`src/rtl/mv_decim_out_fifo.sv`:
```
// Block-averaging decimator with sequence-tagged FWFT output FIFO.
// Optional MV_DECIM_ROUND_EN: round-half-up with 32-bit saturation.
module mv_decim_out_fifo #(
  parameter int DECIM      = 16,
  parameter int FIFO_DEPTH = 16,
  parameter int SHIFT      = $clog2(DECIM),
  parameter int PTR_W      = $clog2(FIFO_DEPTH)
) (
  input  logic             clk,
  input  logic             n_rst,
  input  logic             en,
  input  logic             trig,
  input  logic [31:0]      din,
  output logic             out_valid,
  input  logic             out_ready,
  output logic [31:0]      out_data,
  output logic [7:0]       out_seq,
  output logic [PTR_W:0]   fifo_level,
  output logic             ovf_flag,
  output logic [15:0]      ovf_cnt,
  input  logic             ovf_clr
);

  localparam int CNT_W = (DECIM > 1) ? $clog2(DECIM) : 1;
  localparam logic [CNT_W-1:0] CNT_LAST = CNT_W'(DECIM - 1);

  typedef enum logic [1:0] {
    S_IDLE,
    S_ACC,
    S_PUSH
  } state_t;

  state_t             state;
  logic signed [47:0] acc;
  logic signed [47:0] sum;
  logic [CNT_W-1:0]   sample_cnt;
  logic [31:0]        word;
  logic [31:0]        word_nxt;
  logic [7:0]         seq;

  logic [39:0]        mem [FIFO_DEPTH];
  logic [PTR_W-1:0]   rd_ptr;
  logic [PTR_W-1:0]   wr_ptr;
  logic [PTR_W-1:0]   rd_nxt;
  logic [PTR_W:0]     level_nxt;
  logic               push;
  logic               pop;
  logic               full;
  logic               wr_ok;
  logic               drop;
  logic               bypass;

  assign sum = acc + {{16{din[31]}}, din};

`ifdef MV_DECIM_ROUND_EN
  localparam logic signed [47:0] HALF = (48'sd1 <<< SHIFT) >>> 1;
  localparam logic signed [47:0] MAXV = 48'sh0000_7FFF_FFFF;
  localparam logic signed [47:0] MINV = 48'shFFFF_8000_0000;
  logic signed [47:0] rnd;

  always_comb begin
    rnd = (sum + HALF) >>> SHIFT;
    if (rnd > MAXV)
      word_nxt = 32'h7FFF_FFFF;
    else if (rnd < MINV)
      word_nxt = 32'h8000_0000;
    else
      word_nxt = 32'(rnd);
  end
`else
  assign word_nxt = 32'(sum >>> SHIFT);
`endif

  always_ff @(posedge clk or negedge n_rst) begin
    if (!n_rst) begin
      state      <= S_IDLE;
      acc        <= '0;
      sample_cnt <= '0;
      word       <= '0;
    end else begin
      unique case (state)
        S_IDLE: begin
          acc        <= '0;
          sample_cnt <= '0;
          if (en) state <= S_ACC;
        end
        S_ACC: begin
          if (!en) begin
            state      <= S_IDLE;
            acc        <= '0;
            sample_cnt <= '0;
          end else if (trig) begin
            if (sample_cnt == CNT_LAST) begin
              word       <= word_nxt;
              acc        <= '0;
              sample_cnt <= '0;
              state      <= S_PUSH;
            end else begin
              acc        <= sum;
              sample_cnt <= sample_cnt + CNT_W'(1);
            end
          end
        end
        S_PUSH: begin
          acc        <= '0;
          sample_cnt <= '0;
          state      <= en ? S_ACC : S_IDLE;
          // acc is zero here, so sum is just the new sample
          if (en && trig) begin
            if (sample_cnt == CNT_LAST) begin
              word  <= word_nxt;
              state <= S_PUSH;
            end else begin
              acc        <= sum;
              sample_cnt <= CNT_W'(1);
            end
          end
        end
        default: state <= S_IDLE;
      endcase
    end
  end

  assign push      = (state == S_PUSH);
  assign pop       = out_valid & out_ready;
  assign full      = (fifo_level == (PTR_W+1)'(FIFO_DEPTH));
  assign wr_ok     = push & (~full | pop);
  assign drop      = push & full & ~pop;
  assign rd_nxt    = rd_ptr + PTR_W'(pop);
  assign level_nxt = fifo_level + (PTR_W+1)'(wr_ok)
                   - (PTR_W+1)'(pop);
  // new word becomes head when nothing else remains after this pop
  assign bypass    = wr_ok & (fifo_level == (PTR_W+1)'(pop));

  always_ff @(posedge clk) begin
    if (wr_ok) mem[wr_ptr] <= {seq, word};
  end

  always_ff @(posedge clk or negedge n_rst) begin
    if (!n_rst) begin
      rd_ptr     <= '0;
      wr_ptr     <= '0;
      fifo_level <= '0;
      out_valid  <= 1'b0;
      out_data   <= '0;
      out_seq    <= '0;
      seq        <= '0;
      ovf_flag   <= 1'b0;
      ovf_cnt    <= '0;
    end else begin
      if (wr_ok) wr_ptr <= wr_ptr + PTR_W'(1);
      rd_ptr     <= rd_nxt;
      fifo_level <= level_nxt;
      out_valid  <= (level_nxt != '0);
      if (bypass)
        {out_seq, out_data} <= {seq, word};
      else if (level_nxt != '0)
        {out_seq, out_data} <= mem[rd_nxt];
      if (push) seq <= seq + 8'd1;
      if (ovf_clr) begin
        ovf_flag <= 1'b0;
        ovf_cnt  <= '0;
      end else if (drop) begin
        ovf_flag <= 1'b1;
        if (ovf_cnt != 16'hFFFF) ovf_cnt <= ovf_cnt + 16'd1;
      end
    end
  end

endmodule

```
`config.mk`:
```
export PLATFORM = sky130hd
export DESIGN_NAME = mv_decim_out_fifo
export DESIGN_NICKNAME = d
export VERILOG_FILES = /design/src/rtl/mv_decim_out_fifo.sv
export SDC_FILE = /design/constraint.sdc
export NUM_CORES = 1
export LEC_CHECK = 0
export CAP_MARGIN = 20
export CORE_MARGIN = 5
export CORE_UTILIZATION = 35
export CTS_BUF_LIST = sky130_fd_sc_hd__clkbuf_8
export CTS_CLUSTER_DIAMETER = 100
export DETAILED_ROUTE_END_ITERATION = 12
export SLEW_MARGIN = 20
export SYNTH_ARGS = -nofsm -noshare
export SYNTH_HDL_FRONTEND = slang
export SYNTH_SLANG_ARGS = --single-unit
```
`constraint.sdc`:
```
create_clock -name clk -period 10.18 [get_ports clk]
set_clock_uncertainty 0.2 [all_clocks]
set_input_delay 2.036 -clock clk [delete_from_list [all_inputs] [get_ports clk]]
set_output_delay 2.036 -clock clk [all_outputs]
set_load 0.01 [all_outputs]
```
**Yosys cells after proc, flatten, opt, wreduce, memory -nomap -nowiden**

Memory sizes are Yosys's and may differ from the RTL's.
Cells that the tools add are included.
Widths: inputs -> output; s select.

- Register bits after elaboration: 165
- Memory bits (writable): 640
- Input bits: 38
- Output and inout bits: 63
- Memories: 1

Memories:

| memory | words | width | read ports | clocked after Yosys merged registers in | wr ports | RTL line | text |
|---|---|---|---|---|---|---|---|
| mem | 16 | 40 | 1 | 0 | 1 | 41 | `logic [39:0] mem [FIFO_DEPTH];` |

- Add/sub/neg operators: 8
- Equality and inequality tests: 12
- Mux-type cells: 35
- Bitwise gates (word level): 8
- Reduce and logical (&&, ||, !) cells: 12

Operators with widths:

| operator | count |
|---|---|
| $mux 32 | 6 |
| $mux 48 | 4 |
| $pmux 48 s3 | 1 |
| $pmux 32 s2 | 1 |
| $add 48x48->48 | 1 |
| $mux 16 | 3 |
| $add 16x1->16 const B | 1 |
| $mux 8 | 2 |
| $ne 16x16->1 const B | 1 |
| $mux 2 | 6 |
| $mux 4 | 3 |
| $pmux 4 s3 | 1 |
| $add 4x1->4 const B | 2 |
| $add 8x1->8 const B | 1 |
| $reduce_bool 2->1 | 4 |
| $mux 1 | 7 |
| $ne 2x2->1 const B | 3 |
| $ne 3x3->1 const B | 2 |
| $pmux 2 s3 | 1 |
| $add 5x1->5 | 1 |
| $and 1x1->1 | 5 |
| $eq 5x1->1 | 1 |
| $eq 5x5->1 const B | 1 |
| $reduce_bool 5->1 | 1 |
| 14 further kinds | 16 |

**Logic depth before layout (Yosys ltp)**

Gate-level depths: netlist (run 1).

- Word-level depth: 9
- Mapped depth: 22
- Depth with buffers taken out: 19

**Worst setup path after synthesis (run 1)**

OpenSTA, ideal clock, no wires.

- Path kind: input -> register
- Start point: input port out_ready
- End point: memory mem[3][0] (enable)
- Arrival: 5.564 ns
- Slack: 3.929 ns
- Stages: 4
- Path buffers: 0
- Cells stage by stage: nand2_1 -> a31oi_1 -> nand2_1 -> nor3_1

- Longest elaborated chain between the ends: 5

RTL lines:

| what | RTL line | text |
|---|---|---|
| from (decl) | 15 | `input logic out_ready,` |
| $and 1x1->1 | 125 | `assign pop = out_valid & out_ready;` |
| $or 1x1->1 | 127 | `assign wr_ok = push & (~full \| pop);` |
| $and 1x1->1 | 127 |  |
| $mux 1 | 136 | `if (wr_ok) mem[wr_ptr] <= {seq, word};` |
| $mux 1 (not written as such) | 136 |  |
| to (decl) | 41 |  |

Every way passes these cells.

**Worst setup path after layout (run 1)**

- Start point: input port out_ready
- End point: register out_data[7]

- Longest elaborated chain between the ends: 7

RTL lines:

| what | RTL line | text |
|---|---|---|
| $and 1x1->1 (*) | 125 |  |
| $or 1x1->1 | 127 |  |
| $and 1x1->1 | 127 |  |
| $add 5x1->5 | 130 | `assign level_nxt = fifo_level + (PTR_W+1)'(wr_ok)` |
| $sub 5x1->5 (*) | 131 | `- (PTR_W+1)'(pop);` |
| via level_nxt[4] | 45 | `logic [PTR_W:0] level_nxt;` |
| $reduce_bool 5->1 (*) | 157 | `else if (level_nxt != '0)` |
| $reduce_bool 2->1 (no line) (*) | - |  |
| to (signal assigned) | 156 | `{out_seq, out_data} <= {seq, word};` |
| to (signal assigned) | 158 | `{out_seq, out_data} <= mem[rd_nxt];` |
| to (decl) | 16 | `output logic [31:0] out_data,` |

The timed path passes the listed nets; every way through them passes the cells marked *. The select of a mux whose other input is x is not followed.
A chain may end at the register's enable or synchronous reset.

==> run summary, run 1 <==
The flow ran to the end, and the final reports show no timing, DRC or antenna violations. The total of flip-flops plus latches after synthesis came out at 793. In this run the remaining antenna-violating nets after routing total 0.

Post-CTS timing repair inserted 0 buffers for setup. The worst setup path is captured at a register. The wire length of the first global-routing pass is 120000 µm. Entering global routing, the biggest net connects 103 pins.

Setup repair after global routing left no endpoint under its margin. Headroom to the max-slew limit came out at 25.0%. Dividing total power by cell area gives a power density of 265 mW/mm². The cell count of the worst hold path works out to 2. In this run, flip-flops and latches consume 39.7% of the power. The number of nets in the synthesized netlist is 2054. The worst register-to-register path has a depth of 19. The run gives 6.14 ns as the data arrival time of the critical path. Setup violations remaining at the end of the flow were counted as 0. The detailed-router iteration count before antenna repair is 7, and the number of violations reported at the end of detailed-routing iteration 0 is 1256.

The logs give 112 for the cell row count and 0 for the total DRC errors in the routed layout. The path class of the tightest hold or removal check is register to register. During synthesis, Yosys emitted a total of 0 warnings. At the worst endpoint, the required time is 10.54 ns. In this run the static leakage power is 13.2 nW. The delay of the slowest critical-path stage came out at 0.95 ns. For the post-synthesis cell area, the log shows 0.0328 mm². The per-cell via count in the routed design was 5.19; the area fraction of the dominant cell type after synthesis was 58.6%.

The logs give 1 for the number of antenna violations at the first check in global routing and 3467 for the number of non-filler instances in the completed layout. Along the worst path, the maximum fanout reaches 41. TritonCTS built the clock tree. The final period utilization came out at 56.8%. In the final layout, the share of cells above drive strength 1 is 18.5%. The part of the power in the clock network came out at 24.6%. Count of flip-flops with a built-in enable after synthesis: 640. The routed design could run at a clock period as short as 5.78 ns.

The run gives 15.9% as the total routing resource utilization after global routing. In this run the count of I/O pins placed on the die edge is 101. The number of buffers inserted by port buffering was 100. The biggest area contributor in the post-synthesis netlist is sky130_fd_sc_hd__edfxtp_1. The horizontal extent of the die is 316 µm, and the number of maximum-capacitance violations is 0.

The area of the core region came out at 0.0932 mm². Leaving out fill and tap cells, the most frequent cells in the layout are 640 x sky130_fd_sc_hd__edfxtp_1, 254 x sky130_fd_sc_hd__nand2_1, 160 x sky130_fd_sc_hd__mux4_2, 153 x sky130_fd_sc_hd__dfrtp_1, 127 x sky130_fd_sc_hd__clkbuf_8. The source-to-sink clock delay at the later pin of the worst-skew pair was 0.74 ns. The dominant register cell in the synthesized netlist was sky130_fd_sc_hd__edfxtp_1. The overall power of the completed layout is 9.98 mW.

For this run, the share of the core covered by cells in the final layout is 40.4%. The tools report the design internal power as 6.53 mW. The per-cell routed wire length is 22.9 µm. In this run, placement finished with an instance count of 3247. For this design, the CTS-stage hold fixing added 0 buffers. The clock tree root driver cell was sky130_fd_sc_hd__clkbuf_8.

Most common library cell in the layout ignoring fill and taps: sky130_fd_sc_hd__edfxtp_1. The via count of the routed design is 18000. The run gives 0 as the final max-slew violation count. In the post-synthesis netlist, the biggest area contributors are sky130_fd_sc_hd__edfxtp_1 59%, sky130_fd_sc_hd__dfrtp_1 12%, sky130_fd_sc_hd__mux4_2 11%. The critical path goes through clkdlybuf4s50_1 > nand2_1 > a31oi_1 > inv_1 > ha_1 > inv_1 > ha_1 > inv_1 > fa_1 > inv_1 > a21oi_1 > nor2_1 > nor2_1 > xnor2_1 > nor2_1 > or4b_4 > mux2i_1 > o21ai_0. The die covers 0.0999 mm². In this run the vertical extent of the chip is 316 µm.

Buffers inserted during clock tree synthesis total 117. Setup slack on the worst flop-to-flop path: 4.91 ns. After clock tree synthesis, the clock-pin slew on the worst setup and hold paths is 0.06 ns.

The average cell area after synthesis was 16.7 µm². Detailed placement ended at an HPWL of 42300 µm. For this run, the top clock speed supported by timing is 0.173 GHz. Post-layout net count: 2207.

In this run, post-CTS repair resized a total of 0 instances. Cell seen most often among critical-path stages: sky130_fd_sc_hd__inv_1. Maximum level of the CTS H-tree: 3.

The actual transition at the worst max-transition pin is 1.13 ns, and the filler cell count in the final layout is 8403. Combinational logic burns 35.7% of the power. The tools report the sequential-to-total area share from yosys stat as 70.3%. The cell at the slowest stage of the critical path is sky130_fd_sc_hd__or4b_4. The run gives 19100 as the via count of the first global-routing pass. The area growth from synthesis to layout was 14.9%; the sum of negative setup slack was 0 ns.

The final hold violation count is 0, and the maximum clock path buffer count is 3. For the total congestion overflow after global routing, the log shows 0. The launching element type of the critical path is an input pin. Net switching component of the power: 3.45 mW. The tools report the routability-driven placement congestion ratio as 0.793.

For this configuration, the core starts out at a cell density of 35.2%. In this run, distinct cell masters in the synthesized netlist total 65. For this design, the sink count on the clock tree is 793. Fraction of registers with async set or reset after synthesis: 19.3%. Net switching is 34.6% of the power.

The critical path is of the input pin to register type. The final routed wirelength across all metal layers was 79500 µm; the highest ir drop seen on vdd was 0.363 mV. The tools report the synthesized instance count as 1959.
power groups by stage:
| stage | combinational [mW] | clock (mW) | sequential (mW) |
|---|---|---|---|
| after global routing | 3.90 | 2.67 | 3.99 |
| after floorplan | 2.45 | 0 | 3.98 |
| after global placement | 3.56 | 0 | 4.02 |
| after detailed placement | 3.63 | 0 | 4.03 |
| after CTS | 3.64 | 2.53 | 3.97 |
| final | 3.56 | 2.46 | 3.96 |
cells by family after synthesis:
logic type                 count (synthesis)  synth area share, %
buffers and inverters                    128                 1.56
DFF                                      793                 70.3
AOI/OAI and AO/OA                        241                 4.88
adders and majority gates                 57                 2.22
and+or+nand+nor                          446                 6.11
xor gates and xnor gates                  61                 1.63
muxes                                    233                 13.3
sequential cells by signal, indices dropped and copies added, names as in the netlist:
| signal | count |
|---|---|
| acc | 36 |
| fifo_level | 5 |
| mem | 640 |
| sample_cnt | 4 |
| ovf_cnt | 16 |
| word | 32 |
| seq | 8 |
| out_valid | 1 |
| wr_ptr | 4 |
| state | 2 |
| out_seq | 8 |
| out_data | 32 |
| rd_ptr | 4 |
| ovf_flag | 1 |
metal layers:
layer,routed length (µm),share of wire [%],global-route usage (%),up-vias
li1,-,-,-,7940
met1,32600,41,19.9,9466
met2,41400,52,28.6,481
met3,4090,5.2,2.93,96
met4,1380,1.7,4.32,0
met5,0,0,0,-
cell usage after synthesis, types with 4 or more instances:
cell type	n
sky130_fd_sc_hd__xor2_1	23
sky130_fd_sc_hd__a31oi_1	47
sky130_fd_sc_hd__ha_1	55
sky130_fd_sc_hd__and3_1	52
sky130_fd_sc_hd__a22o_1	32
sky130_fd_sc_hd__or4_1	4
sky130_fd_sc_hd__a21oi_1	34
sky130_fd_sc_hd__dfrtp_1	153
sky130_fd_sc_hd__edfxtp_1	640
sky130_fd_sc_hd__o21bai_1	4
sky130_fd_sc_hd__nand2b_1	8
sky130_fd_sc_hd__nor2_1	57
sky130_fd_sc_hd__buf_2	22
sky130_fd_sc_hd__mux2_2	31
sky130_fd_sc_hd__o21ai_0	67
sky130_fd_sc_hd__inv_1	31
sky130_fd_sc_hd__o21ai_1	4
sky130_fd_sc_hd__mux2i_1	41
sky130_fd_sc_hd__nand3_1	21
sky130_fd_sc_hd__nor2b_1	7
sky130_fd_sc_hd__or3_1	4
sky130_fd_sc_hd__xnor2_1	38
sky130_fd_sc_hd__nand4_1	11
sky130_fd_sc_hd__nand3b_1	7
sky130_fd_sc_hd__mux4_2	160
sky130_fd_sc_hd__a21o_1	15
sky130_fd_sc_hd__nand2_1	254
sky130_fd_sc_hd__clkbuf_1	70
sky130_fd_sc_hd__a21oi_2	4
sky130_fd_sc_hd__nor3_1	11
worst paths after layout:
kind                       startpoint           to
max                         out_ready  out_data[7]
min                           acc[26]      acc[26]
max reg2reg                  state[0]  out_data[7]
min reg2reg                   acc[26]      acc[26]
max in group asynchronous       n_rst     word[25]
min in group asynchronous       n_rst  out_data[4]
worst max-delay path, delay by kind of cell:
family | cells | cell delay [ns]
AND/OR/NAND/NOR | 5 | 1.27
multiplexers | 1 | 0.28
buffers and inverters | 5 | 0.75
XOR/XNOR | 1 | 0.19
adder cells (fa/ha/maj) | 3 | 0.85
AO/OA/AOI/OAI | 3 | 0.69
layout make-up:
class / count / area (µm²) / area share (%)
Antenna cell: 2 / 5.00 / 0.0133
Clock buffer: 126 / 1730 / 4.60
Clock inverter: 92 / 517 / 1.37
Inverter: 32 / 120 / 0.319
Multi-Input combinational cell: 1038 / 9450 / 25.1
Sequential cell: 793 / 23000 / 61.1
Tap cell: 1254 / 1570 / 4.16
Timing Repair Buffer: 130 / 1250 / 3.33
through the flow:
step / hold slack [ns] / setup WS (ns) / instance area (µm²)
after CTS: 0.301 / 4.42 / 37700
final: 0.298 / 4.40 / 37700
after global placement: 0.273 / 3.74 / 35400
after detailed placement: 0.292 / 3.64 / 35400
after global routing: 0.322 / 4.09 / 37700
after floorplan: 0.253 / 3.93 / 32800
Power figures use the tool's default switching activity.
==> run 2, diff against run 1 <==
Clock period 10.18 ns to 5.8 ns, I/O delays scaled along.
==> run 2 against run 1 <==
Compared with the run above:
- first-iteration DRC count decreased by 1.2%
- sequential cell count unchanged
- cell count increased by 0.58%
- via count increased by 0.56%
- combinational power increased by 81%
- worst setup slack got worse by 3.2 ns
==> run summary, run 2 (synthesis gave the netlist of run 1 again) <==
The total congestion overflow after global routing was 0 (unchanged); the clock-pin slew reported for the worst setup and hold paths after clock tree synthesis was 0.06 ns (about the same). The run gives 5 (-2) as the detailed-router iteration count before antenna repair. For the final instance area, the log shows 0.0381 mm² (+1.0%). The tools report the I/O pin total as 101 (unchanged).

The number of clock sinks seen by CTS is 793 (unchanged), and the power per unit of standard cell area is 471 mW/mm² (+78%). The library cell used most frequently in the layout, excluding fill and tap cells, is sky130_fd_sc_hd__edfxtp_1. In the final layout, the registers with the most flip-flops are mem (640), acc (36). The hold buffer count at CTS was 0 (unchanged); the number of placed instances with taps included was 3264 (+0.52%). The tools report the number of antenna violations at the first check in global routing as 1 (unchanged). The run finished with clean final reports.

For the total die area, the log shows 0.0999 mm² (unchanged). The cell seen most often among critical-path stages is sky130_fd_sc_hd__inv_1. For the leakage dissipation, the log shows 13.4 nW (+1.2%).

The half-perimeter wire length of the detailed placement result was 45500 µm (+7.6%). Counting flops per register, the top entry is mem. The number of buffers inserted by port buffering is 100 (unchanged), and the data arrival time of the critical path is 4.91 ns (-1.23 ns). For the number of failing setup endpoints in the final timing report, the log shows 0 (unchanged).

The run gives 0 (unchanged) as the number of routed nets with antenna violations. The placement-stage worst setup slack is 0.543 ns (-3.09 ns), and the number of setup buffers added after CTS is 0 (unchanged). The total DRC errors in the routed layout is 0 (unchanged).

The critical setup path kind is register to register. The number of flip-flops in the largest register was 640 (unchanged); the sum of negative setup slack was 0 ns (unchanged). The signal on the critical path passes through inv_1 > ha_1 > inv_1 > a31oi_1 > inv_1 > ha_1 > inv_1 > ha_1 > inv_1 > fa_1 > inv_1 > a21oi_1 > nor2_1 > nor2_1 > xnor2_1 > nor2_1 > or4b_4 > mux2i_1 > o21ai_0. The run gives 6.14 ns (-4.40 ns) as the data required time of the worst path. The source-to-sink clock delay at the later pin of the worst-skew pair was 0.73 ns (about the same); the maximum number of pins on one net before global-route repair was 81 (-21%).

The final period demand of the worst path is 4.57 ns. The achievable frequency is 0.219 GHz, and the number of violations reported at the end of detailed-routing iteration 0 is 1241 (-1.2%). The per-cell via count in the routed design is 5.19 (about the same). The wire length of the first global-routing pass is 120000 µm (about the same), and the top fanout value on the critical path is 41 (unchanged). The cell row count is 112 (unchanged).

The final max-slew violation count was 0 (unchanged); the fraction of layout cells with a size suffix above 1 was 20.2% (+1.7 points). The number of gates resized after CTS was 0 (unchanged); the highest ir drop seen on vdd was 0.430 mV (+18%). For the worst setup margin, the log shows 1.23 ns (-3.16 ns). The worst setup path is launched from a register. The via count of the routed design is 18100 (+0.56%), and the delay of the slowest critical-path stage is 0.90 ns (-0.05 ns). The tools report the maximum clock path buffer count as 3 (unchanged). The area of the core region was 0.0932 mm² (unchanged).

The horizontal extent of the die is 316 µm (unchanged). Final worst hold slack: 0.289 ns (-0.00923 ns). The type of destination of the critical path was a register. The run gives 79000 µm (-0.56%) as the final routed wirelength across all metal layers. Per-cell routed wire length: 22.7 µm (-1.1%). The maximum level of the CTS H-tree is 3 (unchanged). The tools report the worst relative slew slack as 28.6% (+3.6 points).

Relative to the synthesized area, the layout overhead comes to 16.1%. The routability-driven placement congestion ratio is 0.822 (+3.6%). The slowest stage of the critical path is the sky130_fd_sc_hd__or4b_4 cell. Number of maximum-capacitance violations: 0 (unchanged). Initial core utilization: 35.2% (unchanged). Clock tree synthesis selected as its root buffer the cell sky130_fd_sc_hd__clkbuf_8. The via count of the first global-routing pass is 19300 (+1.3%). The instance area after placement came out at 0.0357 mm² (+0.68%). The vertical die dimension came out at 316 µm (unchanged). For the total routing resource utilization after global routing, the log shows 15.8% (-0.12 points). The core utilization of the finished layout was 40.9% (+0.42 points).

The number of non-filler instances in the completed layout was 3487 (+0.58%); the final hold violation count was 0 (unchanged). The number of buffers added by the clock tree synthesis step came out at 116 (-0.85%). The post-layout net count came out at 2223 (+0.72%).

Actual transition at the worst max-transition pin: 1.07 ns (-0.0537 ns). The tightest min-delay check is of the register to register type. The library cells used most frequently in the layout, excluding fill and tap cells, are 640 x sky130_fd_sc_hd__edfxtp_1, 254 x sky130_fd_sc_hd__nand2_1, 160 x sky130_fd_sc_hd__mux4_2, 153 x sky130_fd_sc_hd__dfrtp_1, 138 x sky130_fd_sc_hd__clkbuf_8. Setup repair after global routing left no endpoint under its margin.

The tools report the overall power of the completed layout as 17.9 mW (+80%). Dividing the final minimum period by the clock period gives 78.8%. TritonCTS built the clock tree.
==> run 2: layout make-up <==
| class | count | area, µm² |
|---|---|---|
| sequential | 793 | 23000 |
| fill | 8332 | 55100 |
| tap | 1254 | 1570 |
| multi-input combinational | 1038 | 9450 |
| inverter | 32 | 120 |
| antenna | 1 | 2.50 |
| clock inverter | 85 | 520 |
| clock buffer | 137 | 1890 |
| timing repair buffer | 147 | 1500 |
==> run 2: worst max-delay path: cells and delay by family (launching register included) <==
kind / cells / cell delay [ns]
AOI/OAI and AO/OA: 3 / 0.40
xor gates and xnor gates: 1 / 0.13
adders and majority gates: 4 / 1.19
buffers and inverters: 6 / 0.55
DFF: 1 / 0.42
muxes: 1 / 0.29
and+or+nand+nor: 4 / 1.15
==> run 2: routing by layer <==
layer,routed length (µm),GRT usage (%),up-vias
met5,0,0,-
met1,32800,20.2,9457
met2,40000,27.5,514
li1,-,-,7991
met3,4130,2.82,122
met4,2010,5.26,0
==> run 2: where the power goes <==
group | total [mW] | switching (mW) | internal (mW)
registers | 6.96 | 0.361 | 6.60
logic | 6.44 | 3.69 | 2.75
clock network | 4.55 | 2.13 | 2.42
==> run 2: worst paths after layout <==
check / depth (start not counted) / to / startpoint / slack (ns)
setup / recovery: 19 / out_data[18] / state[0] / 1.23
hold reg to reg: 2 / acc[26] / acc[26] / 0.29
setup reg to reg: 19 / out_data[18] / state[0] / 1.23
hold / removal: 2 / acc[26] / acc[26] / 0.29
min in group asynchronous: 1 / out_seq[6] / n_rst / 0.34
max in group asynchronous: 2 / acc[21] / n_rst / 3.99
==> run 3, diff against run 2 <==
Clock period 5.8 ns to 3.8 ns, I/O delays scaled along.
==> run 3 against run 2 <==
Compared with the run above:
- non-clock buffer count increased by 122
- sequential power increased by 52%
- worst setup slack got worse by 1.2 ns
- routed wire length increased by 3.3%
- via count increased by 2.6%
- power increased by 62%
- largest power group is now combinational logic
==> run summary, run 3 (synthesis gave the netlist of run 1 again) <==
Sum of buffers and inverters on the critical path: 6 (unchanged). The final period utilization was 98.8% (+20 points). The logs give 35.2% (unchanged) for the initial core utilization and 2347 (+5.6%) for the post-layout net count.

The final instance area was 0.0395 mm² (+3.7%); the vertical die dimension was 316 µm (unchanged). Setup repair after global routing could not meet its margin everywhere. The met2 track demand over resource was 27.8% (+0.32 points); the number of maximum-capacitance violations was 0 (unchanged). Traced cell by cell, the critical path runs through inv_2 > ha_4 > nor2b_4 > a31oi_4 > inv_2 > ha_4 > inv_4 > ha_4 > inv_2 > fa_2 > inv_2 > a21oi_2 > nor2_1 > nor2_1 > xnor2_1 > nor2_1 > or4b_4 > clkbuf_16 > mux2i_1 > o21ai_1. The logs give 0 (unchanged) for the final hold violation count and 39.1% (+3.2 points) for the logic gate share of total power. The run gives 9.86 mW (+60%) as the net switching component of the power. By instance count, the cell type seen most on the critical path is sky130_fd_sc_hd__inv_2.

The total DRC errors in the routed layout was 0 (unchanged); the worst relative slew slack was 50.4% (+22 points). For the sum of negative setup slack, the log shows 0 ns (unchanged). The per-cell routed wire length is 22.6 µm (-0.34%). The instance area after placement came out at 0.0368 mm² (+3.1%). The number of routed nets with antenna violations is 0 (unchanged).

For the wire length of the first global-routing pass, the log shows 122000 µm (+1.2%). The logs give 0.442 mV (+2.8%) for the highest ir drop seen on vdd and 0.0466 ns (-1.18 ns) for the worst setup margin. The maximum clock path buffer count is 3 (unchanged). The design internal power was 19.2 mW (+63%).

The run gives 0 (unchanged) as the number of failing setup endpoints in the final timing report. The area of the core region came out at 0.0932 mm² (unchanged). The clock-pin slew reported for the worst setup and hold paths after clock tree synthesis came out at 0.07 ns (about the same). For the routability-driven placement congestion ratio, the log shows 0.823 (about the same). Total routing resource utilization after global routing: 16.0% (+0.20 points).

The fraction of layout cells with a size suffix above 1 works out to 25.0% (+4.9 points). The number of flip-flops in the largest register was 640 (unchanged). The tools report the start point of the worst hold path as acc[26].

The run gives 19500 (+0.99%) as the via count of the first global-routing pass. The critical setup path kind is register to register. The actual transition at the worst max-transition pin is 0.745 ns (-0.327 ns), and the number of clock sinks seen by CTS is 793 (unchanged).

The type of destination of the critical path is a register. Multi-input logic area: 0.00954 mm² (+0.94%). The I/O pin total was 101 (unchanged); the half-perimeter wire length of the detailed placement result was 48400 µm (+6.4%). The number of buffers inserted by port buffering works out to 100 (unchanged). TritonCTS built the clock tree. The run gives 5 (unchanged) as the detailed-router iteration count before antenna repair. The library cell used most frequently in the layout, excluding fill and tap cells, is sky130_fd_sc_hd__edfxtp_1. The tools report the part of the power in the clock network as 24.3% (-1.0 points). The tree is rooted in a sky130_fd_sc_hd__clkbuf_8. The run gives 1545 (+24%) as the number of violations reported at the end of detailed-routing iteration 0. The run gives 21.3% (+1.1 points) as the met1 layer usage reported by global route. The power per unit of standard cell area is 737 mW/mm² (+56%).

The delay of the slowest critical-path stage came out at 0.63 ns (-0.27 ns). STA classifies the critical path startpoint as a register. The net switching fraction of the power was 33.9% (-0.52 points); the data required time of the worst path was 4.20 ns (-1.94 ns).

The logs give 0.74 ns (about the same) for the source-to-sink clock delay at the later pin of the worst-skew pair and 0.0999 mm² (unchanged) for the total die area. The horizontal extent of the die was 316 µm (unchanged); the data arrival time of the critical path was 4.16 ns (-0.75 ns). The tools report the startpoint of the most critical register-to-register path as fifo_level[3]. The leakage dissipation came out at 14.1 nW (+5.4%). Counting flops per register, the top entry is mem. In the layout the commonest cells are 640 x sky130_fd_sc_hd__edfxtp_1, 253 x sky130_fd_sc_hd__nand2_1, 160 x sky130_fd_sc_hd__mux4_2, 153 x sky130_fd_sc_hd__dfrtp_1, 138 x sky130_fd_sc_hd__clkbuf_8.

The cell count of the worst hold path was 2 (unchanged); the cell row count was 112 (unchanged). The tools report the filler cell count in the final layout as 8240 (-1.1%). The run gives 0.0230 mm² (unchanged) as the sequential cell area.

The setup slack on the worst flop-to-flop path came out at 0.05 ns (-1.18 ns). The slowest stage of the critical path belongs to the cell sky130_fd_sc_hd__or4b_4. The final period demand of the worst path came out at 3.75 ns (-0.816 ns). The cell type group with the largest total delay on the critical path is simple AND/OR/NAND/NOR gates. The path depth of the worst reg2reg path was 20 (+1).

The logs give 118 (+1.7%) for the number of buffers added by the clock tree synthesis step and 0 (unchanged) for the total congestion overflow after global routing. The run finished with clean final reports. The run gives 81 (unchanged) as the maximum number of pins on one net before global-route repair.

The tools report the end of the worst register-to-register path as out_data[24]. The per-cell via count in the routed design was 5.14 (-0.95%). Highest-utilization routing layer at the global route stage: met2. The power share of the sequential group came out at 36.5% (-2.3 points).

The met3 track utilization from global routing came out at 2.46% (-0.37 points). The worst hold path belongs to the class register to register. The achievable frequency is 0.266 GHz (+22%). The area growth from synthesis to layout was 20.4%; the number of antenna violations at the first check in global routing was 2 (+1). The top fanout value on the critical path works out to 7 (-83%).

The worst hold path terminates at acc[26]. For the final routed wirelength across all metal layers, the log shows 81600 µm (+3.3%). The via count of the routed design is 18600 (+2.6%), and the maximum level of the CTS H-tree is 3 (unchanged). The run gives 0 (unchanged) as the final max-slew violation count.

The run gives -0.564 ns (-1.11 ns) as the placement-stage worst setup slack. The largest registers in the layout are mem (640), acc (36). The run gives 0.294 ns (+0.00557 ns) as the final worst hold slack.
==> run 3: cell types whose count changed in the layout (fill, tap and decap cells not counted), sizes merged <==
cell and change:
buf +118, bufinv +1, clkbuf +4, clkinv -6, clkinvlp +4, diode +1, dlygate4sd3 +1, inv +3
==> run 3: what timing repair did <==
item                                    in CTS  in global routing
endpoints found under the hold margin       55                  0
gates resized for setup                      1                 32
endpoints found under the setup margin       1                 40
pin swaps                                    0                 11
buffers inserted                             0                  1
gates cloned                                 0                  5
hold buffers                                 1                  0
==> run 3: tightest hold or removal path, cell delays in order (launching register included) <==
cell	delay, ns
sky130_fd_sc_hd__dfrtp_1	0.35
sky130_fd_sc_hd__nand2_1	0.05
sky130_fd_sc_hd__o21ai_0	0.06
==> run 3: worst max-delay path by stage <==
stage          cells past startpoint          start  slack (ns)           end
3_5_place_dp                      19      out_ready       -0.56  out_data[10]
2_1_floorplan                     19      out_ready        0.04   out_data[0]
4_1_cts                           20       state[0]        0.04  out_data[10]
5_1_grt                           20  fifo_level[3]       -0.12  out_data[10]
3_3_place_gp                      19      out_ready       -0.57   out_data[3]
6_report                          20  fifo_level[3]        0.05  out_data[24]
==> run 3: layout make-up <==
cell class	instances	share of cell area [%]
Clock inverter	87	1.48
Clock buffer	138	4.81
Tap cell	1254	3.97
Multi-Input combinational cell	1038	24.2
Inverter	32	0.311
Antenna cell	2	0.0127
Sequential cell	793	58.4
Timing Repair Buffer	269	6.88
==> run 3: power by group through the flow <==
| stage | logic (mW) | registers, mW | clock network, mW |
|---|---|---|---|
| 2_1_floorplan | 6.66 | 10.7 | 0 |
| 3_3_place_gp | 11.0 | 10.8 | 0 |
| 3_5_place_dp | 11.2 | 10.8 | 0 |
| 4_1_cts | 11.2 | 10.6 | 7.28 |
| 5_1_grt | 12.4 | 10.7 | 7.68 |
| 6_report | 11.4 | 10.6 | 7.08 |
==> run 3: per-layer routing <==
layer  wire (µm)  vias to the layer above
met5           0                        -
met4        1340                        0
met3        4390                       99
met2       41300                      543
met1       34600                     9680
li1            -                     8237
==> run 3: metrics by stage <==
stage	utilization (%)	cells	power, mW
2_1_floorplan	-	1959	17.3
3_3_place_gp	39.5	3379	21.8
6_report	42.4	3613	29.1
3_5_place_dp	39.5	3379	22.0
4_1_cts	42.2	3605	29.1
5_1_grt	42.4	3612	30.8
